==> config.mk <==
export PLATFORM = sky130hd
export DESIGN_NAME = five_bit_serial_subtractor
export DESIGN_NICKNAME = d
export VERILOG_FILES = /design/src/rtl/five_bit_serial_subtractor.sv
export SDC_FILE = /design/constraint.sdc
export NUM_CORES = 1
export LEC_CHECK = 0
export BUFFER_PORTS_ARGS = -buffer_cell sky130_fd_sc_hd__buf_2
export CAP_MARGIN = 5
export CELL_PAD_IN_SITES_DETAIL_PLACEMENT = 1
export CELL_PAD_IN_SITES_GLOBAL_PLACEMENT = 1
export CORE_MARGIN = 2
export CORE_UTILIZATION = 35
export CTS_CLUSTER_DIAMETER = 200
export CTS_CLUSTER_SIZE = 24
export DETAILED_ROUTE_END_ITERATION = 6
export MAX_ROUTING_LAYER = met4
export PLACE_DENSITY_LB_ADDON = 0.12
export REMOVE_ABC_BUFFERS = 1
export SLEW_MARGIN = 5
export SYNTH_ARGS = -nofsm -noshare
export SYNTH_HDL_FRONTEND = slang
export SYNTH_SLANG_ARGS = --single-unit
==> constraint.sdc <==
create_clock -name clk -period 1.2 [get_ports clk]
set_input_delay 0.06 -clock clk [delete_from_list [all_inputs] [get_ports clk]]
set_output_delay 0.06 -clock clk [all_outputs]
set_load 0.03 [all_outputs]
==> src/rtl/five_bit_serial_subtractor.sv <==
// five_bit_serial_subtractor: bit-serial A - B (mod 2^WIDTH), LSB first, with a registered borrow and valid/ready handshakes.
module five_bit_serial_subtractor #(
  parameter int WIDTH = 5
) (
  input  logic             clk,
  input  logic             rst,
  input  logic             in_valid,
  output logic             in_ready,
  input  logic [WIDTH-1:0] A,
  input  logic [WIDTH-1:0] B,
  output logic             out_valid,
  input  logic             out_ready,
  output logic [WIDTH-1:0] DIFF,
  output logic             BORROW,
  output logic             ZERO
);
  localparam int CW = $clog2(WIDTH);
  typedef enum logic [1:0] {IDLE, SHIFT, DONE} state_t;
  state_t state, state_nx;
  logic [WIDTH-1:0] a_sr, b_sr, res_nx;
  logic [CW-1:0] cnt;
  logic br, br_nx, d, last;
  always_comb begin
    d        = a_sr[0] ^ b_sr[0] ^ br;
    br_nx    = (~a_sr[0] & b_sr[0]) | (~(a_sr[0] ^ b_sr[0]) & br);
    res_nx   = {d, DIFF[WIDTH-1:1]};
    last     = cnt == CW'(WIDTH - 1);
    in_ready = state == IDLE;
    out_valid = state == DONE;
    state_nx = state == IDLE  ? (in_valid ? SHIFT : IDLE) :
               state == SHIFT ? (last ? DONE : SHIFT) :
               state == DONE  ? (out_ready ? IDLE : DONE) : IDLE;
  end
  always_ff @(posedge clk)
    if (rst) state <= IDLE;
    else state <= state_nx;
  // result bits enter at the MSB so after WIDTH shifts the LSB lands at bit 0
  always_ff @(posedge clk) begin
    if (rst) begin
      a_sr   <= '0;
      b_sr   <= '0;
      cnt    <= '0;
      br     <= 1'b0;
      DIFF   <= '0;
      BORROW <= 1'b0;
      ZERO   <= 1'b0;
    end else if (state == IDLE && in_valid) begin
      a_sr   <= A;
      b_sr   <= B;
      cnt    <= '0;
      br     <= 1'b0;
      DIFF   <= '0;
      BORROW <= 1'b0;
      ZERO   <= 1'b0;
    end else if (state == SHIFT) begin
      a_sr <= a_sr >> 1;
      b_sr <= b_sr >> 1;
      cnt  <= cnt + CW'(1);
      br   <= br_nx;
      DIFF <= res_nx;
      if (last) begin
        BORROW <= br_nx;
        ZERO   <= res_nx == '0;
      end
    end
  end
endmodule

-- Word level (Yosys, flattened, before mapping)
Index checks and enable logic that the tools add are counted.
- input bits: 14
- bits in registers: 23
- add/sub/neg operators: 1
- equality and inequality tests: 3
- reductions and logical operators: 6
- bitwise logic cells: 7
- muxes and demuxes: 10
- operators with widths (kind ; count):
    $mux 5 ; 4
    $mux 2 ; 5
    $logic_not 5->1 ; 1
    $add 3x1->3 const B ; 1
    $eq 3x3->1 const B ; 1
    $and 1x1->1 ; 2
    $eq 2x1->1 const B ; 1
    $eq 2x2->1 const B ; 1
    $logic_not 2->1 ; 1
    $not 1->1 ; 2
    $reduce_and 2->1 ; 1
    $reduce_bool 2->1 ; 1
    $reduce_or 2->1 ; 1
    $xor 1x1->1 ; 2
    $logic_and 1x1->1 ; 1
    $mux 1 ; 1
    $or 1x1->1 ; 1

-- Logic depth before layout (Yosys ltp)
Gate-level depths: netlist (run 1).
- depth after elaboration: 4
- mapped depth: 5
- depth with buffers taken out: 5

-- Least setup slack after synthesis (run 1)
No wires, ideal clock.
- path kind: register to register
- start point: reg state[1]
- end point: reg state[1]
- clock period less this slack: 1.314 ns
- required time: 1.127 ns
- stages on the path, launching flop included: 5
- arrival: 1.241 ns
- path slack: -0.114 ns
- path through: dfxtp_1 clkbuf_4 nor2b_1 nand2b_1 a21oi_1
- longest elaborated chain between the ends: 4
- elaborated cells between the ends (all ways): 6
- classes of those cells: eq/ne (2); mux (3); reduce/logical (1)
- ends and longest elaborated chain (element ; RTL line ; RTL):
    start, declared ; 19 ; state_t state, state_nx;
    start signal, assigned ; 36 ; else state <= state_nx;
    $eq 2x2->1 ; -- ;
    via out_valid ; 11 ; output logic out_valid,
    $mux 2 ; 32 ; state == DONE ? (out_ready ? IDLE : DONE) : IDLE;
    $mux 2 ; 31 ; state == SHIFT ? (last ? DONE : SHIFT) :
    $mux 2 ; 30 ; state_nx = state == IDLE ? (in_valid ? SHIFT : IDLE) :
The timed path passes the listed nets, and every way through them passes these cells.
A chain may end at the register's enable or synchronous reset.

-- Worst setup path after layout (run 1)
- start point: reg b_sr[0]
- end point: reg ZERO
- longest elaborated chain between the ends: 3
- ends and longest elaborated chain (element ; RTL line ; RTL):
    start, declared ; 20 ; logic [WIDTH-1:0] a_sr, b_sr, res_nx;
    start signal, assigned ; 57 ; b_sr <= b_sr >> 1;
    $xor 1x1->1 (2 in series) ; 24 ; d = a_sr[0] ^ b_sr[0] ^ br;
    via d ; 22 ; logic br, br_nx, d, last;
    $logic_not 5->1 ; 63 ; ZERO <= res_nx == '0;
    end signal, assigned ; 46 ; ZERO <= 1'b0;
    end signal, assigned ; 54 ; ZERO <= 1'b0;
    end signal, assigned ; 63 ;
    end, declared ; 15 ; output logic ZERO
The timed path passes the listed nets, and every way through them passes these cells.

==> impl_metrics.toml, run 1 <==
[floorplanning]
die_area_um2 = 3553
die_y_um = 59.61
die_w_um = 59.61
row_count = 20
pin_count = 23
initial_core_util_pct = 36.04
core_area_um2 = 3003

[detailed_routing]
drtAntennaViolNets = 0
vias = 981
wirelength_mm = 2.841
wl_per_cell_um = 14.28
drc = 0
drt-initial-drc-count = 9
first_pass_iters = 4
vias_per_cell = 4.930

[global_routing]
grt_pass1_vias = 1048
grt_pass1_wl_mm = 4.402
grt_overflow = 0
grt_usage_pct = 16.72
met2_usage_pct = 29.20
grt_max_degree = 14
grt_use_met3_pct = 2.620
grt_most_used_layer = "met2"
gr-usage-met1_pct = 19.76
grt_antenna_before_repair = 0

[timing]
period_share_pct = 103.8
post-route-min-period_ns = 1.245
worstMarginPinSlew_ns = 0.2078
setup_viol = 7
slew_viol_final = 0
final_hold_viol_count = 0
setup-tns-final_ns = -0.1904
fmax_mhz = 803.0
setup_slack_ns = -0.04540
slew-limit-headroom_pct = 86.04
rsz0062_at_grt = "true"
fin_skew_ns = 0.009215

[critical_path]
required_ns = 1.45
worst-r2r-setup-slack_ns = -0.05
reg2reg_from = "b_sr[0]"
start_kind = "flip-flop"
crit_fanout = 2
end_kind = "flip-flop"
ff2ff_path_depth = 5
worstReg2RegEnd = "ZERO"
path_class = "reg -> reg"
arrival_ns = 1.49

[layout]
fin_area_um2 = 1592
area_growth_pct = 47.05
final_cell_count_no_fill = 199
layout-drive-gt1-share_pct = 53.61
num_antenna_cells = 0
nets = 184
multi_input_area_um2 = 671.9
fill_cells = 356
final-seq-area_um2 = 470.5

[synthesis]
netlist_area_um2 = 1082
synth-seq-cells = 23
synth-compound-area-share_pct = 19.65
synth_edf_count = 0
synth_ff_type = "dfxtp_1"
avgSynthCellArea_um2 = 8.658
synth_top_family_by_area = "simple AND/OR/NAND/NOR gates"
synthAdderAreaFrac_pct = 4.162
synthMuxAreaShare_pct = 0
syn-instance-count = 125
synthXorXnorAreaFrac_pct = 1.618
yosysUniqueCellTypes = 29
ys_warn_count = 0
async_reset_ff_share_pct = 0
yosys.area_share.simple_pct = 24.16
seq_area_frac_synth_pct = 42.54

[pwr]
pwr_density_cell_nw_per_um2 = 1019
clock_power_share_pct = 22.7
pwr-share-seq_pct = 51.5
leakage_nw = 0.6297
p_sw_share_pct = 29.84
p_switching_uw = 483.8
vdd_drop_max_v = 0.0004163
comb_power_share_pct = 25.8
p_int_mw = 1.138

[min_path]
whs_endpoint = "b_sr[3]"
hp-class = "in -> reg"
min_from = "B[3]"
holdPathStages = 3

[clock_tree]
clk_pin_slew_worst_paths_ns = 0.14
clock_path_buffers = 2
clockRootBuffer = "clkbuf_4"
clk-insertion-delay-late_ns = 0.31
numClockSinks = 23
cts-buffers-inserted = 3
htree_levels = 1
cts_tree = "yes"

[placement]
dpl.hpwl_mm = 1.943
port_buffers = 22
gp_routability_congestion = 0.6729
dpl.cell_count = 186
dpl-instance-area_um2 = 1280

[flow_run]
drv_cap = 0

[status]
status = "finished with violations"
failed_checks = "negative setup slack"
logic make-up (layout without fill, tap and decap cells):
family,Yosys count,count (layout)
AOI/OAI and AO/OA,29,29
buffers and inverters,15,56
adders and majority gates,3,3
xor gates and xnor gates,2,2
DFF,23,23
and+or+nand+nor,53,53
worst max-delay path, cell delays in order, from the launching register on:
cell and delay (ns):
dfxtp_2 0.35, inv_2 0.04, fa_1 0.48, nor2_1 0.11, nand3_1 0.07, a21oi_1 0.14
how the worst max path moves through the flow:
| stage | from | slack (ns) | depth (start not counted) | to |
|---|---|---|---|---|
| after floorplan | state[0] | -0.50 | 3 | a_sr[3] |
| after global placement | b_sr[0] | 0.005 | 5 | ZERO |
| after detailed placement | b_sr[0] | -0.05 | 5 | ZERO |
| after CTS | b_sr[0] | -0.06 | 5 | ZERO |
| after global routing | state[0] | -0.11 | 4 | a_sr[2] |
| final | b_sr[0] | -0.05 | 5 | ZERO |
synth_stat cells, types with 2 or more instances:
| library cell | number | share of area, % |
|---|---|---|
| buf_6 | 2 | 2.1 |
| buf_4 | 2 | 1.4 |
| inv_1 | 7 | 2.4 |
| nor3b_1 | 2 | 1.4 |
| a21oi_1 | 19 | 8.8 |
| nor2_1 | 15 | 5.2 |
| ha_1 | 2 | 2.3 |
| a211oi_2 | 7 | 8.1 |
| nand2_1 | 22 | 7.6 |
| nand3_1 | 3 | 1.4 |
| nor2b_1 | 2 | 1.2 |
| o221a_2 | 2 | 2.1 |
| dfxtp_1 | 23 | 43 |
| buf_2 | 2 | 0.92 |
state kept, by name, indices dropped and copies added, names as in the netlist:
name / cells
DIFF: 5
a_sr: 5
b_sr: 5
cnt: 3
state: 2
BORROW: 1
ZERO: 1
br: 1
repair_timing:
action / 4_1_cts / 5_1_grt
pin swaps: 1 / 17
resized for setup: 22 / 35
setup endpoints to repair: 17 / 20
gates cloned: 0 / 1
buffers inserted: 1 / 4
hold buffers: 3 / 0
endpoints found under the hold margin: 3 / 0
power groups by stage:
stage / sequential (mW) / clock (mW) / combinational, mW
finish: 0.835 / 0.368 / 0.419
global route: 0.840 / 0.421 / 0.458
CTS: 0.831 / 0.376 / 0.339
detailed placement: 0.845 / 0 / 0.300
global placement: 0.843 / 0 / 0.290
floorplan: 0.852 / 0 / 0.161
metrics by stage:
stage / total power, mW / worst slack, ns / hold slack, ns / util, %
2_1_floorplan: 1.012 / -0.5028 / 0.1246 / -
3_3_place_gp: 1.132 / 0.004726 / 0.3024 / 42.63
3_5_place_dp: 1.145 / -0.04676 / 0.3158 / 42.63
4_1_cts: 1.546 / -0.05540 / 0.04757 / 46.96
5_1_grt: 1.719 / -0.1111 / 0.005001 / 53.00
6_report: 1.622 / -0.04540 / 0.02159 / 53.00
routing by layer:
metal / up-vias / wire [um] / part of all wire, %
met5: - / 0 / 0
met2: 11 / 1457 / 51
li1: 501 / - / -
met3: 2 / 44 / 1.5
met4: 0 / 26 / 0.92
met1: 467 / 1314 / 46
layout by cell type, fill, tap and decap left out, types with 2 or more instances in the layout:
cell	Yosys	layout
clkbuf_4	1	3
inv_1	7	4
nor2_4	0	5
buf_6	2	8
nor2_1	15	8
a21oi_2	0	5
buf_4	2	11
dfxtp_2	0	5
nor2_2	0	2
nand3_1	3	3
a21oi_1	19	12
dlygate4sd3_1	0	3
buf_2	2	20
buf_12	0	2
a21oi_4	0	2
a211oi_2	7	7
nand2_1	22	20
o221a_2	2	2
inv_2	0	3
dfxtp_1	23	17
nand2_4	0	2
cell type report:
type                    instances  share of cell area [%]
flip-flops and latches         23                   29.56
repair buffers                 45                   22.25
clock buffers                   3                   1.415
clock inverters                 1                  0.3145
multi-input cells              87                   42.22
inverters                       7                   1.651
well taps                      33                   2.594
No activity file was read; power rests on OpenSTA's default activity.
==> run 2: changes to the inputs <==
==> constraint.sdc (replaced) <==
create_clock -name clk -period 1.2 [get_ports clk]
set_input_delay 0.18 -clock clk [delete_from_list [all_inputs] [get_ports clk]]
set_output_delay 0.18 -clock clk [all_outputs]
set_load 0.03 [all_outputs]
==> run 2 against run 1 <==
  * The flow still finishes with violations (negative setup slack)
  * Non-clock buffer count shrank 4
  * Clock skew shrank 0.0023 ns
  * Global-route usage grew 1.1 points
  * First-iteration DRC count grew 44%
  * Sequential power shrank 0.5%
  * Register-to-register slack lost 0.05 ns
  * Combinational power shrank 1%
  * Via count grew 0.92%
  * Critical path depth shrank 1
  * Power shrank 0.69%
  * Core utilization shrank 0.79 points
  * Highest routed layer unchanged
  * Count of clock-buffer cells in the layout grew 1
==> impl_metrics.toml, run 2 (synthesized netlist as in run 1, its figures left out) <==
[timing]
hold_ws_ns = 0.1061
setup_slack_ns = -0.1417
setup_viol = 22
rsz0062_at_grt = "true"
post-route-min-period_ns = 1.342
fin_skew_ns = 0.006876
worstMarginPinSlew_ns = 0.4130
period_share_pct = 111.8
final_hold_viol_count = 0
fmax_mhz = 745.3
slew_viol_final = 0
slew-limit-headroom_pct = 72.43

[pwr]
comb_power_share_pct = 25.6
vdd_drop_max_v = 0.0004887
p_sw_share_pct = 29.88
pwr-share-seq_pct = 51.6
p_switching_uw = 481.1
pwr_density_cell_nw_per_um2 = 1027
power_mw = 1.610
leakage_nw = 0.6055
clock_power_share_pct = 22.8
p_int_mw = 1.129

[detailed_routing]
first_pass_iters = 4
drt-initial-drc-count = 13
vias_per_cell = 5.051
drc = 0
drtAntennaViolNets = 0
wirelength_mm = 2.850
wl_per_cell_um = 14.54
vias = 990

[global_routing]
grt_usage_pct = 17.85
grt_antenna_before_repair = 0
grt_pass1_vias = 989
grt_overflow = 0
grt_max_degree = 13
grt_pass1_wl_mm = 4.664

[layout]
nets = 181
final_cell_count_no_fill = 196
layout-drive-gt1-share_pct = 50.92
reg_top3 = "DIFF: 5 flops, a_sr: 5 flops, b_sr: 5 flops"
final_cell_mix = "22 x nand2_1, 20 x dfxtp_1, 20 x buf_2"
layout_commonest_cell = "nand2_1"
num_antenna_cells = 0
area_growth_pct = 44.86

[floorplanning]
die_area_um2 = 3553
initial_core_util_pct = 36.04
pin_count = 23
die_w_um = 59.61
die_y_um = 59.61
core_area_um2 = 3003
row_count = 20

[placement]
dpl.cell_count = 185
gp_routability_congestion = 0.7310
port_buffers = 22
place_ws_ns = -0.03112
dpl.hpwl_mm = 1.858

[clock_tree]
cts_tree = "yes"
holdBufCountCts = 0
clk-insertion-delay-late_ns = 0.31
clockRootBuffer = "clkbuf_4"
numClockSinks = 23
clk_pin_slew_worst_paths_ns = 0.12
cts-buffers-inserted = 3
htree_levels = 1
clock_path_buffers = 2

[flow_run]
drv_cap = 0

[critical_path]
required_ns = 1.02
end_kind = "output port"
path_class = "reg -> out"
start_kind = "flip-flop"
arrival_ns = 1.16
crit_fanout = 4

[status]
failed_checks = "negative setup slack"
status = "finished with violations"

[min_path]
hp-class = "in -> reg"
[run 2: routing by layer]
layer	part of all wire (%)	up-vias	track usage (%)	wire, um
li1	-	499	-	-
met4	0.53	0	6.667	15
met2	50	13	28.73	1435
met3	2.3	2	2.402	66
met5	0	-	-	0
met1	47	476	22.76	1331
[run 2: stage by stage]
| stage | utilization, % | instance area [um^2] | setup TNS [ns] |
|---|---|---|---|
| 3_5_place_dp | 42.79 | 1285 | -0.09830 |
| 6_report | 52.21 | 1568 | -1.864 |
| 2_1_floorplan | - | 1023 | -6.342 |
| 5_1_grt | 52.21 | 1568 | -2.682 |
| 4_1_cts | 50.79 | 1525 | -1.543 |
| 3_3_place_gp | 42.79 | 1285 | 0 |
[run 2: critical path, cell delays in order (launching register included)]
cell and delay [ns]:
dfxtp_2 0.36, buf_6 0.12, buf_6 0.12, nor2b_4 0.12
buf_6 0.14
[run 2: timing repair]
action	CTS	global route
pin swaps	6	3
hold endpoints to repair	0	0
endpoints found under the setup margin	17	23
setup buffers	5	1
gates resized for setup	39	9
cloned	1	0
[run 2: final timing paths]
| kind | depth (start not counted) | startpoint | slack [ns] | end |
|---|---|---|---|---|
| setup / recovery | 4 | state[0] | -0.14 | out_valid |
| hold / removal | 3 | A[4] | 0.11 | a_sr[4] |
| setup reg to reg | 5 | state[0] | -0.10 | b_sr[2] |
| hold reg to reg | 2 | ZERO | 0.47 | ZERO |
[run 2: area by class of cell]
class                      count  area (um^2)
fill                         356         1435
multi-input combinational     88        695.7
sequential                    23        464.2
timing repair buffer          41        314.1
tap                           33        41.29
clock buffer                   4        26.28
inverter                       7        26.28
[run 2: power by group through the flow]
stage,clock (mW),combinational [mW],sequential [mW]
finish,0.367,0.413,0.831
global route,0.405,0.450,0.838
CTS,0.386,0.397,0.830
detailed placement,0,0.297,0.846
global placement,0,0.289,0.842
floorplan,0,0.161,0.852
==> run 3: changes to the inputs <==
- ABC_AREA: not set -> 1
- CORE_UTILIZATION: 35 -> 33
- SETUP_SLACK_MARGIN: not set -> 0.1
==> run 3 against run 2 <==
  * The run still ends with negative setup slack left
  * Register-to-register slack improved by 0.02 ns
  * Hold slack worse by 0.048 ns
  * First-iteration DRC count increased to 3.2 times the previous value
  * Area after synthesis rose by 4.3%
  * Synthesized cell count rose by 34%
  * Highest routed layer unchanged
==> impl_metrics.toml, run 3 <==
[synthesis]
synth_ff_type = "dfxtp_1"
synth_area_leader_cell = "dfxtp_1"
netlist_area_um2 = 1129
synth-seq-cells = 23
seq_area_frac_synth_pct = 40.80
synth.area.top_cells = "dfxtp_1 41%, nand2_1 17%, inv_1 9.0%"
synth.top_cell.area_share_pct = 40.80
yosysMostFrequentCell = "nand2_1"
syn-instance-count = 167
avgSynthCellArea_um2 = 6.758
synth_edf_count = 0
synth_common_cells = "50 x nand2_1, 27 x inv_1, 23 x dfxtp_1, 17 x nor2_1, 15 x nand3_1"
async_reset_ff_share_pct = 0
yosysUniqueCellTypes = 21
ys_warn_count = 0

[global_routing]
grt_overflow = 0
grt_antenna_before_repair = 0
grt_pass1_vias = 1294
grt_pass1_wl_mm = 5.713
grt_usage_pct = 18.56
grt_max_degree = 14

[timing]
fmax_mhz = 783.8
fin_skew_ns = 0.008691
slew-limit-headroom_pct = 86.26
final_hold_viol_count = 0
slew_viol_final = 0
period_share_pct = 106.3
post-route-min-period_ns = 1.276
worstMarginPinSlew_ns = 0.2053
setup-tns-final_ns = -0.2526
setup_viol = 4
hold_ws_ns = 0.05771
rsz0062_at_grt = "true"
setup_slack_ns = -0.07588

[clock_tree]
cts-buffers-inserted = 3
clock_path_buffers = 2
numClockSinks = 23
htree_levels = 1
cts_tree = "yes"
clockRootBuffer = "clkbuf_4"
clk-insertion-delay-late_ns = 0.33
clk_pin_slew_worst_paths_ns = 0.14

[detailed_routing]
drc = 0
wirelength_mm = 3.673
drt-initial-drc-count = 42
wl_per_cell_um = 14.18
drtAntennaViolNets = 0
vias = 1237
vias_per_cell = 4.776
first_pass_iters = 2

[critical_path]
path_buf_inv = 3
end_kind = "flip-flop"
start_kind = "flip-flop"
crit_path_frequent_cell = "inv_2"
worstPathCellList = "inv_2 -> fa_2 -> inv_2 -> o21ai_2 -> inv_1 -> nor2_1"
ff2ff_path_depth = 6
required_ns = 1.48
crit_family = "adder cells"
path_class = "reg -> reg"
worst_path_max_delay_cell = "fa_2"
crit_fanout = 2
cp_num_cells = 6
cpPeakStageDelay_ns = 0.54
arrival_ns = 1.55

[layout]
layout-drive-gt1-share_pct = 57.28
nets = 231
reg_top3 = "DIFF: 5 flops, a_sr: 5 flops, b_sr: 5 flops"
num_antenna_cells = 0
fill_cells = 427
layout_commonest_cell = "nand2_1"
area_growth_pct = 64.19
final_cell_mix = "33 x nand2_1, 22 x inv_1, 15 x buf_6"

[min_path]
holdPathStages = 2
hp-class = "in -> reg"

[pwr]
vdd_drop_max_v = 0.0004021
pwr_density_cell_nw_per_um2 = 916.1
leakage_nw = 0.8268

[floorplanning]
die_y_um = 62.48
core_area_um2 = 3311
initial_core_util_pct = 34.09
die_w_um = 62.48
row_count = 21
die_area_um2 = 3904
pin_count = 23

[placement]
port_buffers = 22
gp_routability_congestion = 0.7507
dpl.hpwl_mm = 2.246
place_ws_ns = -0.09549

[status]
failed_checks = "negative setup slack"
status = "finished with violations"

[flow_run]
drv_cap = 0
run 3: logic make-up (layout without fill, tap and decap cells):
| group | after synthesis | in the layout | synth area share [%] |
|---|---|---|---|
| fa+ha+maj | 3 | 3 | 3.991 |
| xor+xnor | 1 | 1 | 0.7762 |
| buf+inv | 34 | 79 | 12.42 |
| flops | 23 | 23 | 40.80 |
| simple gates | 89 | 90 | 34.15 |
| compound gates | 17 | 17 | 7.872 |
run 3: what timing repair did:
action                                  4_1_cts  5_1_grt
hold buffers                                  0        0
gates resized for setup                      36       87
pin swaps                                    15       25
buffers inserted                              5        5
cloned                                        1        1
endpoints found under the setup margin       26       29
run 3: layout make-up:
type	instances	area, um^2	area share, %
clock inverter	1	5.005	0.2701
multi-input combinational	111	779.5	42.07
sequential	23	480.5	25.93
timing repair buffer	44	371.6	20.05
clock buffer	3	22.52	1.215
inverter	30	130.1	7.022
timing repair inverter	1	6.256	0.3376
tap	46	57.56	3.106
run 3: final timing paths:
path                              start       to  slack (ns)
worst max-delay path                 br  DIFF[4]       -0.08
worst min-delay path                rst  a_sr[4]        0.06
worst min register to register  b_sr[1]  b_sr[1]        0.48
worst max register to register       br  DIFF[4]       -0.08
run 3: worst register-to-register path, delay by kind of cell (launching register included):
| kind | cells | cell delay [ns] |
|---|---|---|
| AND/OR/NAND/NOR | 1 | 0.07 |
| flip-flops | 1 | 0.36 |
| buffers and inverters | 3 | 0.15 |
| adder cells (fa/ha/maj) | 1 | 0.54 |
| AO/OA/AOI/OAI | 1 | 0.11 |
run 3: metrics by stage:
step | cell area (um^2) | total power, mW | std cells | utilization, %
after floorplan | 1101 | 0.9850 | 163 | -
after global placement | 1379 | 1.112 | 244 | 41.65
after detailed placement | 1379 | 1.123 | 244 | 41.65
after CTS | 1545 | 1.572 | 254 | 46.67
after global routing | 1853 | 1.792 | 259 | 55.97
final | 1853 | 1.698 | 259 | 55.97
run 3: report_power, final:
part           switching [mW]  internal (mW)  total [mW]  leakage, nW
clock network           0.262          0.125       0.387       0.0177
registers              0.0314          0.798       0.829        0.194
logic                   0.258          0.224       0.481        0.615
total                   0.551           1.15        1.70        0.827
run 3: per-layer routing:
metal	wire [um]	vias to the layer above	part of all wire, %	GRT usage [%]
li1	-	609	-	-
met1	1392	599	38	19.44
met2	2068	21	56	34.81
met3	118	8	3.2	3.423
met4	93	0	2.5	6.111
met5	0	-	0	-
